===== src/rtl/nastilite_regbank_if.sv =====
// NASTI-Lite control-bus interface (AW/W/B/AR/R channels, no IDs/bursts).
interface nasti_if #(
    parameter int unsigned ADDR_WIDTH = 8,
    parameter int unsigned DATA_WIDTH = 64
);
    logic                      aw_valid;
    logic                      aw_ready;
    logic [ADDR_WIDTH-1:0]     aw_addr;
    logic                      w_valid;
    logic                      w_ready;
    logic [DATA_WIDTH-1:0]     w_data;
    logic [DATA_WIDTH/8-1:0]   w_strb;
    logic                      b_valid;
    logic                      b_ready;
    logic [1:0]                b_resp;
    logic                      ar_valid;
    logic                      ar_ready;
    logic [ADDR_WIDTH-1:0]     ar_addr;
    logic                      r_valid;
    logic                      r_ready;
    logic [DATA_WIDTH-1:0]     r_data;
    logic [1:0]                r_resp;

    modport master (
        output aw_valid, aw_addr, w_valid, w_data, w_strb, b_ready,
               ar_valid, ar_addr, r_ready,
        input  aw_ready, w_ready, b_valid, b_resp, ar_ready, r_valid, r_data, r_resp
    );

    modport slave (
        input  aw_valid, aw_addr, w_valid, w_data, w_strb, b_ready,
               ar_valid, ar_addr, r_ready,
        output aw_ready, w_ready, b_valid, b_resp, ar_ready, r_valid, r_data, r_resp
    );
endinterface


===== src/rtl/nastilite_regbank.sv =====
// NASTI-Lite slave register bank: C_NUM_REGS registers, each read/write
// (configuration) or read-only (status from fabric). AW and W are buffered
// independently, byte strobes honoured, SLVERR on illegal accesses, and a
// one-cycle write pulse per register written.
// Optional feature: define NASTILITE_REGBANK_RDCLR_EN to make read/write
// registers flagged in C_RC_MASK clear on read.
module nastilite_regbank #(
    parameter int unsigned            C_NASTI_ADDR_WIDTH = 8,
    parameter int unsigned            C_NASTI_DATA_WIDTH = 64,   // 32 or 64
    parameter int unsigned            C_NUM_REGS         = 8,
    parameter logic [C_NUM_REGS-1:0]  C_RO_MASK          = '0,
    parameter logic [C_NUM_REGS-1:0]  C_RC_MASK          = '0
) (
    input  logic                                       s_nastilite_clk,
    input  logic                                       s_nastilite_areset,
    nasti_if.slave                                     s_nastilite,
    output logic [C_NUM_REGS*C_NASTI_DATA_WIDTH-1:0]   cfg_regs,
    input  logic [C_NUM_REGS*C_NASTI_DATA_WIDTH-1:0]   status_in,
    output logic [C_NUM_REGS-1:0]                      wr_pulse
);
    localparam int unsigned DW   = C_NASTI_DATA_WIDTH;
    localparam int unsigned NB   = DW / 8;
    localparam int unsigned OFS  = $clog2(NB);
    localparam int unsigned IDXW = C_NASTI_ADDR_WIDTH - OFS;

    localparam logic [1:0] RESP_OKAY   = 2'b00;
    localparam logic [1:0] RESP_SLVERR = 2'b10;

    // Write-side buffers and response
    logic                            r_aw_full;
    logic [IDXW-1:0]                 r_aw_idx;
    logic                            r_w_full;
    logic [DW-1:0]                   r_w_data;
    logic [NB-1:0]                   r_w_strb;
    logic                            r_b_valid;
    logic [1:0]                      r_b_resp;
    logic [C_NUM_REGS-1:0]           r_wr_pulse;

    // Read-side response
    logic                            r_r_valid;
    logic [DW-1:0]                   r_r_data;
    logic [1:0]                      r_r_resp;

    // Register file
    logic [C_NUM_REGS-1:0][DW-1:0]   r_regs;

    logic                            w_aw_hs;
    logic                            w_w_hs;
    logic                            w_b_hs;
    logic                            w_ar_hs;
    logic                            w_r_hs;
    logic                            w_commit;
    logic [IDXW-1:0]                 w_ar_idx;
    logic [C_NUM_REGS-1:0]           w_wr_sel;   // one-hot of a legal committed write
    logic                            w_wr_legal;
    logic [C_NUM_REGS-1:0]           w_rd_sel;   // one-hot of a read hitting a r/w register
    logic                            w_rd_hit;   // read index is in range
    logic [DW-1:0]                   w_rd_word;
    logic [C_NUM_REGS-1:0]           w_rd_clr;
    logic                            w_unused;

    assign s_nastilite.aw_ready = !r_aw_full && !r_b_valid;
    assign s_nastilite.w_ready  = !r_w_full  && !r_b_valid;
    assign s_nastilite.b_valid  = r_b_valid;
    assign s_nastilite.b_resp   = r_b_resp;
    assign s_nastilite.ar_ready = !r_r_valid;
    assign s_nastilite.r_valid  = r_r_valid;
    assign s_nastilite.r_data   = r_r_data;
    assign s_nastilite.r_resp   = r_r_resp;

    assign w_aw_hs  = s_nastilite.aw_valid && s_nastilite.aw_ready;
    assign w_w_hs   = s_nastilite.w_valid  && s_nastilite.w_ready;
    assign w_b_hs   = r_b_valid && s_nastilite.b_ready;
    assign w_ar_hs  = s_nastilite.ar_valid && s_nastilite.ar_ready;
    assign w_r_hs   = r_r_valid && s_nastilite.r_ready;
    // Both halves of the write present and no response outstanding
    assign w_commit = r_aw_full && r_w_full && !r_b_valid;
    assign w_ar_idx = s_nastilite.ar_addr[C_NASTI_ADDR_WIDTH-1:OFS];

    assign cfg_regs = r_regs;
    assign wr_pulse = r_wr_pulse;

    // Address decode; an index matching no register is out of range
    always_comb begin
        w_wr_sel  = '0;
        w_rd_sel  = '0;
        w_rd_hit  = 1'b0;
        w_rd_word = '0;
        for (int k = 0; k < int'(C_NUM_REGS); k++) begin
            if (r_aw_idx == IDXW'(k) && !C_RO_MASK[k])
                w_wr_sel[k] = 1'b1;
            if (w_ar_idx == IDXW'(k)) begin
                w_rd_hit    = 1'b1;
                w_rd_sel[k] = !C_RO_MASK[k];
                w_rd_word   = C_RO_MASK[k] ? status_in[k*DW +: DW] : r_regs[k];
            end
        end
    end

    assign w_wr_legal = |w_wr_sel;

`ifdef NASTILITE_REGBANK_RDCLR_EN
    assign w_rd_clr = w_ar_hs ? (w_rd_sel & C_RC_MASK) : '0;
`else
    assign w_rd_clr = '0;
`endif

    // Byte-offset address bits, unread status words and the clear mask
    // (in the default build) are intentionally ignored.
    assign w_unused = &{1'b0, s_nastilite.aw_addr[OFS-1:0],
                        s_nastilite.ar_addr[OFS-1:0], status_in, C_RC_MASK};

    // Write channel: AW/W buffers, commit, B response and write pulse
    always_ff @(posedge s_nastilite_clk) begin
        if (s_nastilite_areset) begin
            r_aw_full  <= 1'b0;
            r_aw_idx   <= '0;
            r_w_full   <= 1'b0;
            r_w_data   <= '0;
            r_w_strb   <= '0;
            r_b_valid  <= 1'b0;
            r_b_resp   <= RESP_OKAY;
            r_wr_pulse <= '0;
        end else begin
            if (w_aw_hs) begin
                r_aw_full <= 1'b1;
                r_aw_idx  <= s_nastilite.aw_addr[C_NASTI_ADDR_WIDTH-1:OFS];
            end
            if (w_w_hs) begin
                r_w_full <= 1'b1;
                r_w_data <= s_nastilite.w_data;
                r_w_strb <= s_nastilite.w_strb;
            end
            // Commit cannot coincide with a handshake: ready is low while full
            if (w_commit) begin
                r_aw_full <= 1'b0;
                r_w_full  <= 1'b0;
                r_b_valid <= 1'b1;
                r_b_resp  <= w_wr_legal ? RESP_OKAY : RESP_SLVERR;
            end else if (w_b_hs) begin
                r_b_valid <= 1'b0;
            end
            r_wr_pulse <= w_commit ? w_wr_sel : '0;
        end
    end

    // Register file: clear-on-read first, strobed write bytes override it
    always_ff @(posedge s_nastilite_clk) begin
        if (s_nastilite_areset) begin
            r_regs <= '0;
        end else begin
            for (int k = 0; k < int'(C_NUM_REGS); k++) begin
                for (int b = 0; b < int'(NB); b++) begin
                    if (w_rd_clr[k])
                        r_regs[k][b*8 +: 8] <= 8'h00;
                    if (w_commit && w_wr_sel[k] && r_w_strb[b])
                        r_regs[k][b*8 +: 8] <= r_w_data[b*8 +: 8];
                end
            end
        end
    end

    // Read channel: capture data at AR handshake, hold until R handshake
    always_ff @(posedge s_nastilite_clk) begin
        if (s_nastilite_areset) begin
            r_r_valid <= 1'b0;
            r_r_data  <= '0;
            r_r_resp  <= RESP_OKAY;
        end else if (w_ar_hs) begin
            r_r_valid <= 1'b1;
            r_r_data  <= w_rd_word;
            r_r_resp  <= w_rd_hit ? RESP_OKAY : RESP_SLVERR;
        end else if (w_r_hs) begin
            r_r_valid <= 1'b0;
            r_r_data  <= '0;
        end
    end
endmodule


===== src/flat_wrapper.sv =====
// flat-port wrapper written by rule: the top's interface ports become plain ports
module nastilite_regbank_flat 
#(
    parameter int unsigned            C_NASTI_ADDR_WIDTH = 8,
    parameter int unsigned            C_NASTI_DATA_WIDTH = 64,              
    parameter int unsigned            C_NUM_REGS         = 8,
    parameter logic [C_NUM_REGS-1:0]  C_RO_MASK          = '0,
    parameter logic [C_NUM_REGS-1:0]  C_RC_MASK          = '0
)
  (s_nastilite_clk, s_nastilite_areset, cfg_regs, status_in, wr_pulse, s_nastilite_aw_valid, s_nastilite_aw_addr, s_nastilite_w_valid, s_nastilite_w_data, s_nastilite_w_strb, s_nastilite_b_ready, s_nastilite_ar_valid, s_nastilite_ar_addr, s_nastilite_r_ready, s_nastilite_aw_ready, s_nastilite_w_ready, s_nastilite_b_valid, s_nastilite_b_resp, s_nastilite_ar_ready, s_nastilite_r_valid, s_nastilite_r_data, s_nastilite_r_resp);
  nasti_if #(.ADDR_WIDTH(8), .DATA_WIDTH(64)) s_nastilite_i ();
  input  logic s_nastilite_clk;
  input  logic s_nastilite_areset;
  output logic [C_NUM_REGS*C_NASTI_DATA_WIDTH-1:0] cfg_regs;
  input  logic [C_NUM_REGS*C_NASTI_DATA_WIDTH-1:0] status_in;
  output logic [C_NUM_REGS-1:0] wr_pulse;
  input wire logic [$bits(s_nastilite_i.aw_valid)-1:0] s_nastilite_aw_valid;
  input wire logic [$bits(s_nastilite_i.aw_addr)-1:0] s_nastilite_aw_addr;
  input wire logic [$bits(s_nastilite_i.w_valid)-1:0] s_nastilite_w_valid;
  input wire logic [$bits(s_nastilite_i.w_data)-1:0] s_nastilite_w_data;
  input wire logic [$bits(s_nastilite_i.w_strb)-1:0] s_nastilite_w_strb;
  input wire logic [$bits(s_nastilite_i.b_ready)-1:0] s_nastilite_b_ready;
  input wire logic [$bits(s_nastilite_i.ar_valid)-1:0] s_nastilite_ar_valid;
  input wire logic [$bits(s_nastilite_i.ar_addr)-1:0] s_nastilite_ar_addr;
  input wire logic [$bits(s_nastilite_i.r_ready)-1:0] s_nastilite_r_ready;
  output wire logic [$bits(s_nastilite_i.aw_ready)-1:0] s_nastilite_aw_ready;
  output wire logic [$bits(s_nastilite_i.w_ready)-1:0] s_nastilite_w_ready;
  output wire logic [$bits(s_nastilite_i.b_valid)-1:0] s_nastilite_b_valid;
  output wire logic [$bits(s_nastilite_i.b_resp)-1:0] s_nastilite_b_resp;
  output wire logic [$bits(s_nastilite_i.ar_ready)-1:0] s_nastilite_ar_ready;
  output wire logic [$bits(s_nastilite_i.r_valid)-1:0] s_nastilite_r_valid;
  output wire logic [$bits(s_nastilite_i.r_data)-1:0] s_nastilite_r_data;
  output wire logic [$bits(s_nastilite_i.r_resp)-1:0] s_nastilite_r_resp;
  assign s_nastilite_i.aw_valid = s_nastilite_aw_valid;
  assign s_nastilite_i.aw_addr = s_nastilite_aw_addr;
  assign s_nastilite_i.w_valid = s_nastilite_w_valid;
  assign s_nastilite_i.w_data = s_nastilite_w_data;
  assign s_nastilite_i.w_strb = s_nastilite_w_strb;
  assign s_nastilite_i.b_ready = s_nastilite_b_ready;
  assign s_nastilite_i.ar_valid = s_nastilite_ar_valid;
  assign s_nastilite_i.ar_addr = s_nastilite_ar_addr;
  assign s_nastilite_i.r_ready = s_nastilite_r_ready;
  assign s_nastilite_aw_ready = s_nastilite_i.aw_ready;
  assign s_nastilite_w_ready = s_nastilite_i.w_ready;
  assign s_nastilite_b_valid = s_nastilite_i.b_valid;
  assign s_nastilite_b_resp = s_nastilite_i.b_resp;
  assign s_nastilite_ar_ready = s_nastilite_i.ar_ready;
  assign s_nastilite_r_valid = s_nastilite_i.r_valid;
  assign s_nastilite_r_data = s_nastilite_i.r_data;
  assign s_nastilite_r_resp = s_nastilite_i.r_resp;
  nastilite_regbank #(.C_NASTI_ADDR_WIDTH(C_NASTI_ADDR_WIDTH), .C_NASTI_DATA_WIDTH(C_NASTI_DATA_WIDTH), .C_NUM_REGS(C_NUM_REGS), .C_RO_MASK(C_RO_MASK), .C_RC_MASK(C_RC_MASK)) u_core (.s_nastilite_clk(s_nastilite_clk), .s_nastilite_areset(s_nastilite_areset), .s_nastilite(s_nastilite_i), .cfg_regs(cfg_regs), .status_in(status_in), .wr_pulse(wr_pulse));
endmodule

===== config.mk =====
export PLATFORM = sky130hd
export DESIGN_NAME = nastilite_regbank_flat
export DESIGN_NICKNAME = d
export VERILOG_FILES = /design/src/rtl/nastilite_regbank_if.sv /design/src/rtl/nastilite_regbank.sv /design/src/flat_wrapper.sv
export SDC_FILE = /design/constraint.sdc
export NUM_CORES = 2
export LEC_CHECK = 0
export ABC_AREA = 1
export CORE_AREA = 4 4 460 462
export CTS_CLUSTER_SIZE = 8
export DETAILED_ROUTE_END_ITERATION = 6
export DIE_AREA = 0 0 464 466
export DONT_BUFFER_PORTS = 1
export HOLD_SLACK_MARGIN = 0.1
export PLACE_DENSITY = 0.3
export SYNTH_ARGS = -nofsm -noshare
export SYNTH_HDL_FRONTEND = slang
export SYNTH_SLANG_ARGS = --single-unit
export TNS_END_PERCENT = 30

===== constraint.sdc =====
create_clock -name s_nastilite_clk -period 2 [get_ports s_nastilite_clk]
set_clock_uncertainty 0.2 [all_clocks]
set_input_delay 0 -clock s_nastilite_clk [delete_from_list [all_inputs] [get_ports s_nastilite_clk]]
set_output_delay 0 -clock s_nastilite_clk [all_outputs]
set_load 0.005 [all_outputs]

==> summary.txt <==
Run status
  – Status: complete, but fails checks
  – Failing checks: DRC, hold timing, slew limit, setup timing

STA
  – Max Slew Vio Count: 140
  – Slew Limit Headroom: -0.384
  – Min cycle time layout: between 2000 and 2500 ps
  – Final Cycle Share: 1.10
  – Least-Margin Pin Slew: 2080 ps
  – Setup_tns: -3820 ps
  – FMAX: 455 MHz
  – Final Hold Slack: -832 ps
  – Final setup fails: 69
  – Setup WS post-layout: -199 ps
  – Setup repair after global routing missed its margin: yes
  – Final Hold Fails: 274

Pwr
  – Internal power: 23.9 mW
  – Static leakage: roughly 15 nW
  – Pwr/cell area: a little over 800 nW/um^2
  – Tot Pwr: 32.8 mW
  – Clock power share: 0.496
  – Switching part of the total power: 0.272
  – VDD IR max: ~650 uV
  – Sw Pwr: between 8 and 9 mW
  – Comb pwr share: 0.076
  – Reg power frac: 0.428

Floorplan
  – # IOs: 1,200
  – DIE HEIGHT: 466 um
  – Initial core utilization: 0.137
  – Die W: 464 um
  – Rows: 167
  – Core ar.: slightly above 200,000 um^2
  – Die area: 216,000 um^2

Synthesis
  – Synth unique cells: 30
  – Post-synth EDFFs: 0
  – Ys flop type: dfxtp_1
  – Sequential share of the synthesized area: 0.469
  – Synth Area per Inst: 7.00 um^2
  – Cell taking the most area after synthesis: dfxtp_1
  – Post-synth top cells: 1,141 x nand2_1, 667 x dfxtp_1, 601 x a21oi_1
  – Synth warnings: 0
  – #FFs+latches synth: 667
  – Cells after Synth: 4,066
  – Synth Area in Compound Gates: 0.170
  – Largest family of logic cells by synthesized area: simple AND/OR/NAND/NOR gates
  – Xor-xnor portion of the synthesized cell area: 0
  – Adder-cell share of the synthesized area: 0
  – Post-synthesis mux area share: 0
  – Area share of the largest cell type after synthesis: 0.469
  – Syn Std Cell Area: 28,400 um^2
  – Dominant cells by area after synthesis: dfxtp_1 47%, nand2_1 15%, a21oi_1 11%
  – Ys async rst share: 0
  – Post-Synth Simple-Gate Area: 0.269
  – Most frequent cell after synthesis: nand2_1

Placed design
  – Port Buf Inserts: 0
  – Post-Place Cells: roughly 6,900
  – Dpl hpwl: about 140,000 um
  – Weighted congestion at the end of routability-driven global placement: 0.829

Setup path
  – Maximum fanout along the worst path: 8
  – Reg2Reg Setup Slack: -200 ps
  – CP required: 2320 ps
  – Setup crit start kind: register
  – Worst r2r src: u_core.r_aw_idx[4]
  – Crit Path Category: register to register
  – CP arrival: 2520 ps
  – Critical path endpoint category: register
  – R2r worst-path depth: 10
  – Worst R2R End: u_core.cfg_regs[225]

Hold path
  – Worst hold path class: input port to register
  – Hold Path End: u_core.cfg_regs[320]
  – Hold Crit Depth: 1
  – Hold Startpoint: s_nastilite_areset

Clock network
  – Worst-Skew Late Latency: about 740 ps
  – CTS tree: built
  – Clock-pin slew on the worst setup and hold paths: 60 ps
  – CTS root buffer: clkbuf_16
  – Clk sinks: between 600 and 700
  – Max clock buf depth: 3
  – CTS buffer count: 99
  – Hold-fix buffers at CTS: 162
  – Max H-tree Level: 3

Cells and area
  – Layout cells sized above 1: 0.166
  – Final nets: between 5,000 and 6,000
  – Register area: 13,400 um^2
  – Multi-input logic area: 13,200 um^2
  – Fillers: 23,300
  – Area Growth Syn to Fin: 41.5%
  – Cell Count, Final, Fillers Out: roughly 7,300

Global route
  – Initial antenna violation count: 12
  – Vias in the first global route: 28,100
  – First-pass GRT wire length: 242,000 um
  – Total gr overflow: 0
  – Largest net degree at the start of global routing: 395
  – GRT Resource Usage Total: 0.159

Route
  – Vias: 28,800
  – ANT nets after route: 0
  – Drt wl/cell: between 20 and 25 um
  – Total Wirelength: approximately 180,000 um
  – Starting DRC count in detailed routing: 1,851
  – Drt drc: 2
  – Detail-routed via count per cell: around 4.0
  – DRT Pass-1 Iters: 7

Job
  – Max_cap viols: 0
==> how the worst max path moves through the flow <==
stage | startpoint | endpoint | slack [ps] | cells past startpoint
floorplan | u_core.r_aw_idx[4] | u_core.cfg_regs[245] | 90 | 11
global placement | u_core.r_aw_idx[4] | u_core.cfg_regs[438] | -240 | 9
detailed placement | u_core.r_aw_idx[4] | u_core.cfg_regs[227] | -230 | 10
CTS | u_core.r_aw_idx[4] | u_core.cfg_regs[228] | -120 | 10
global route | u_core.r_aw_idx[4] | u_core.cfg_regs[226] | -270 | 10
finish | u_core.r_aw_idx[4] | u_core.cfg_regs[225] | -200 | 10
==> layout by cell type (no fill, tap or decap), types with 3 or more instances in the layout <==
master         netlist  routed
diode_2              0       5
clkinv_4             0       6
a21oi_1            601     588
nor2_8              16      16
inv_2               35      14
buf_6                2      25
nor2_1             273     267
nor3_1               8       8
clkinv_2             0       9
o21ai_0            332     211
buf_12               0      76
nand3_1            121     120
buf_16               0       3
o21ai_2              2      47
bufinv_16            0       4
a21oi_2              2      13
nor3_4               4       6
inv_1              336     329
inv_4                2      10
buf_4                3     295
o21ai_1              0      75
dfxtp_1            667     664
dfxtp_2              0       3
nor2_4               1      13
clkbuf_16            0     105
nand2_4              0      24
o211ai_1            14      14
nand2_8              0       6
nor2_2               7       4
inv_6                0       7
clkbuf_1           248      13
nand2_2             18      34
inv_8                0       4
nand2_1           1141    1095
nand4_1            178     178
dlygate4sd3_1        0     161
==> metrics by stage <==
step / area (um^2) / utilization / worst slack (ps)
floorplan: 28500 / - / 90.1
global placement: 34600 / 0.167 / -237
detailed placement: 34600 / 0.167 / -230
CTS: 39400 / 0.190 / -119
global route: 40200 / 0.194 / -273
finish: 40200 / 0.194 / -199
==> power by group through the flow <==
| stage | clock [mW] | combinational [mW] | sequential (mW) |
|---|---|---|---|
| 6_report | 16.3 | 2.48 | 14.1 |
| 2_1_floorplan | 0 | 1.29 | 13.8 |
| 3_3_place_gp | 0 | 2.02 | 14.3 |
| 5_1_grt | 17.3 | 2.71 | 14.1 |
| 4_1_cts | 16.9 | 2.34 | 14.0 |
| 3_5_place_dp | 0 | 2.02 | 14.3 |
==> layout make-up <==
cell class              count  share of cell area
multi-input cells        2729               0.327
clock inverters            14             0.00469
clock buffers             117              0.0653
flip-flops and latches    667               0.332
well taps                2788              0.0867
inverters                 373              0.0390
repair inverters            1            0.000280
repair buffers            566               0.145
diodes                      5            0.000311
==> metal layers <==
metal	wire length [um]	GRT usage
met5	0	0
met4	8100	0.0650
met3	13500	0.0520
met2	82900	0.258
met1	76200	0.193
==> registers in the layout, summed over array words and instances, names as in the netlist <==
register,flops
u_core.cfg_regs,512
u_core.r_w_data,64
u_core.s_nastilite.r_data,64
u_core.r_w_strb,8
u_core.wr_pulse,8
u_core.r_aw_idx,5
u_core.r_aw_full,1
u_core.r_w_full,1
u_core.s_nastilite.b_resp,1
u_core.s_nastilite.b_valid,1
u_core.s_nastilite.r_resp,1
u_core.s_nastilite.r_valid,1
==> logic make-up (layout without fill, tap and decap cells) <==
logic type             Yosys count  count (layout)
AOI/OAI and AO/OA              953             953
buffers and inverters          674            1071
DFF                            667             667
and+or+nand+nor               1771            1774
other                            1               7
==> what timing repair did <==
| item | in CTS | in global routing |
|---|---|---|
| hold endpoints to repair | 667 | 393 |
| gates resized for setup | 177 | 190 |
| endpoints found under the setup margin | 486 | 547 |
| cloned | 3 | 6 |
| pin swaps | 21 | 24 |
| setup buffers | 9 | 13 |
==> critical path, cell delays in order (launching register included) <==
cell	delay [ps]
dfxtp_2	330
nor2_4	110
inv_2	30
or2_4	270
nor3_4	140
bufinv_16	220
buf_12	150
nor2_8	100
clkinvlp_4	230
nand2_1	130
a21oi_1	60
No activity file was read; power rests on OpenSTA's default activity.
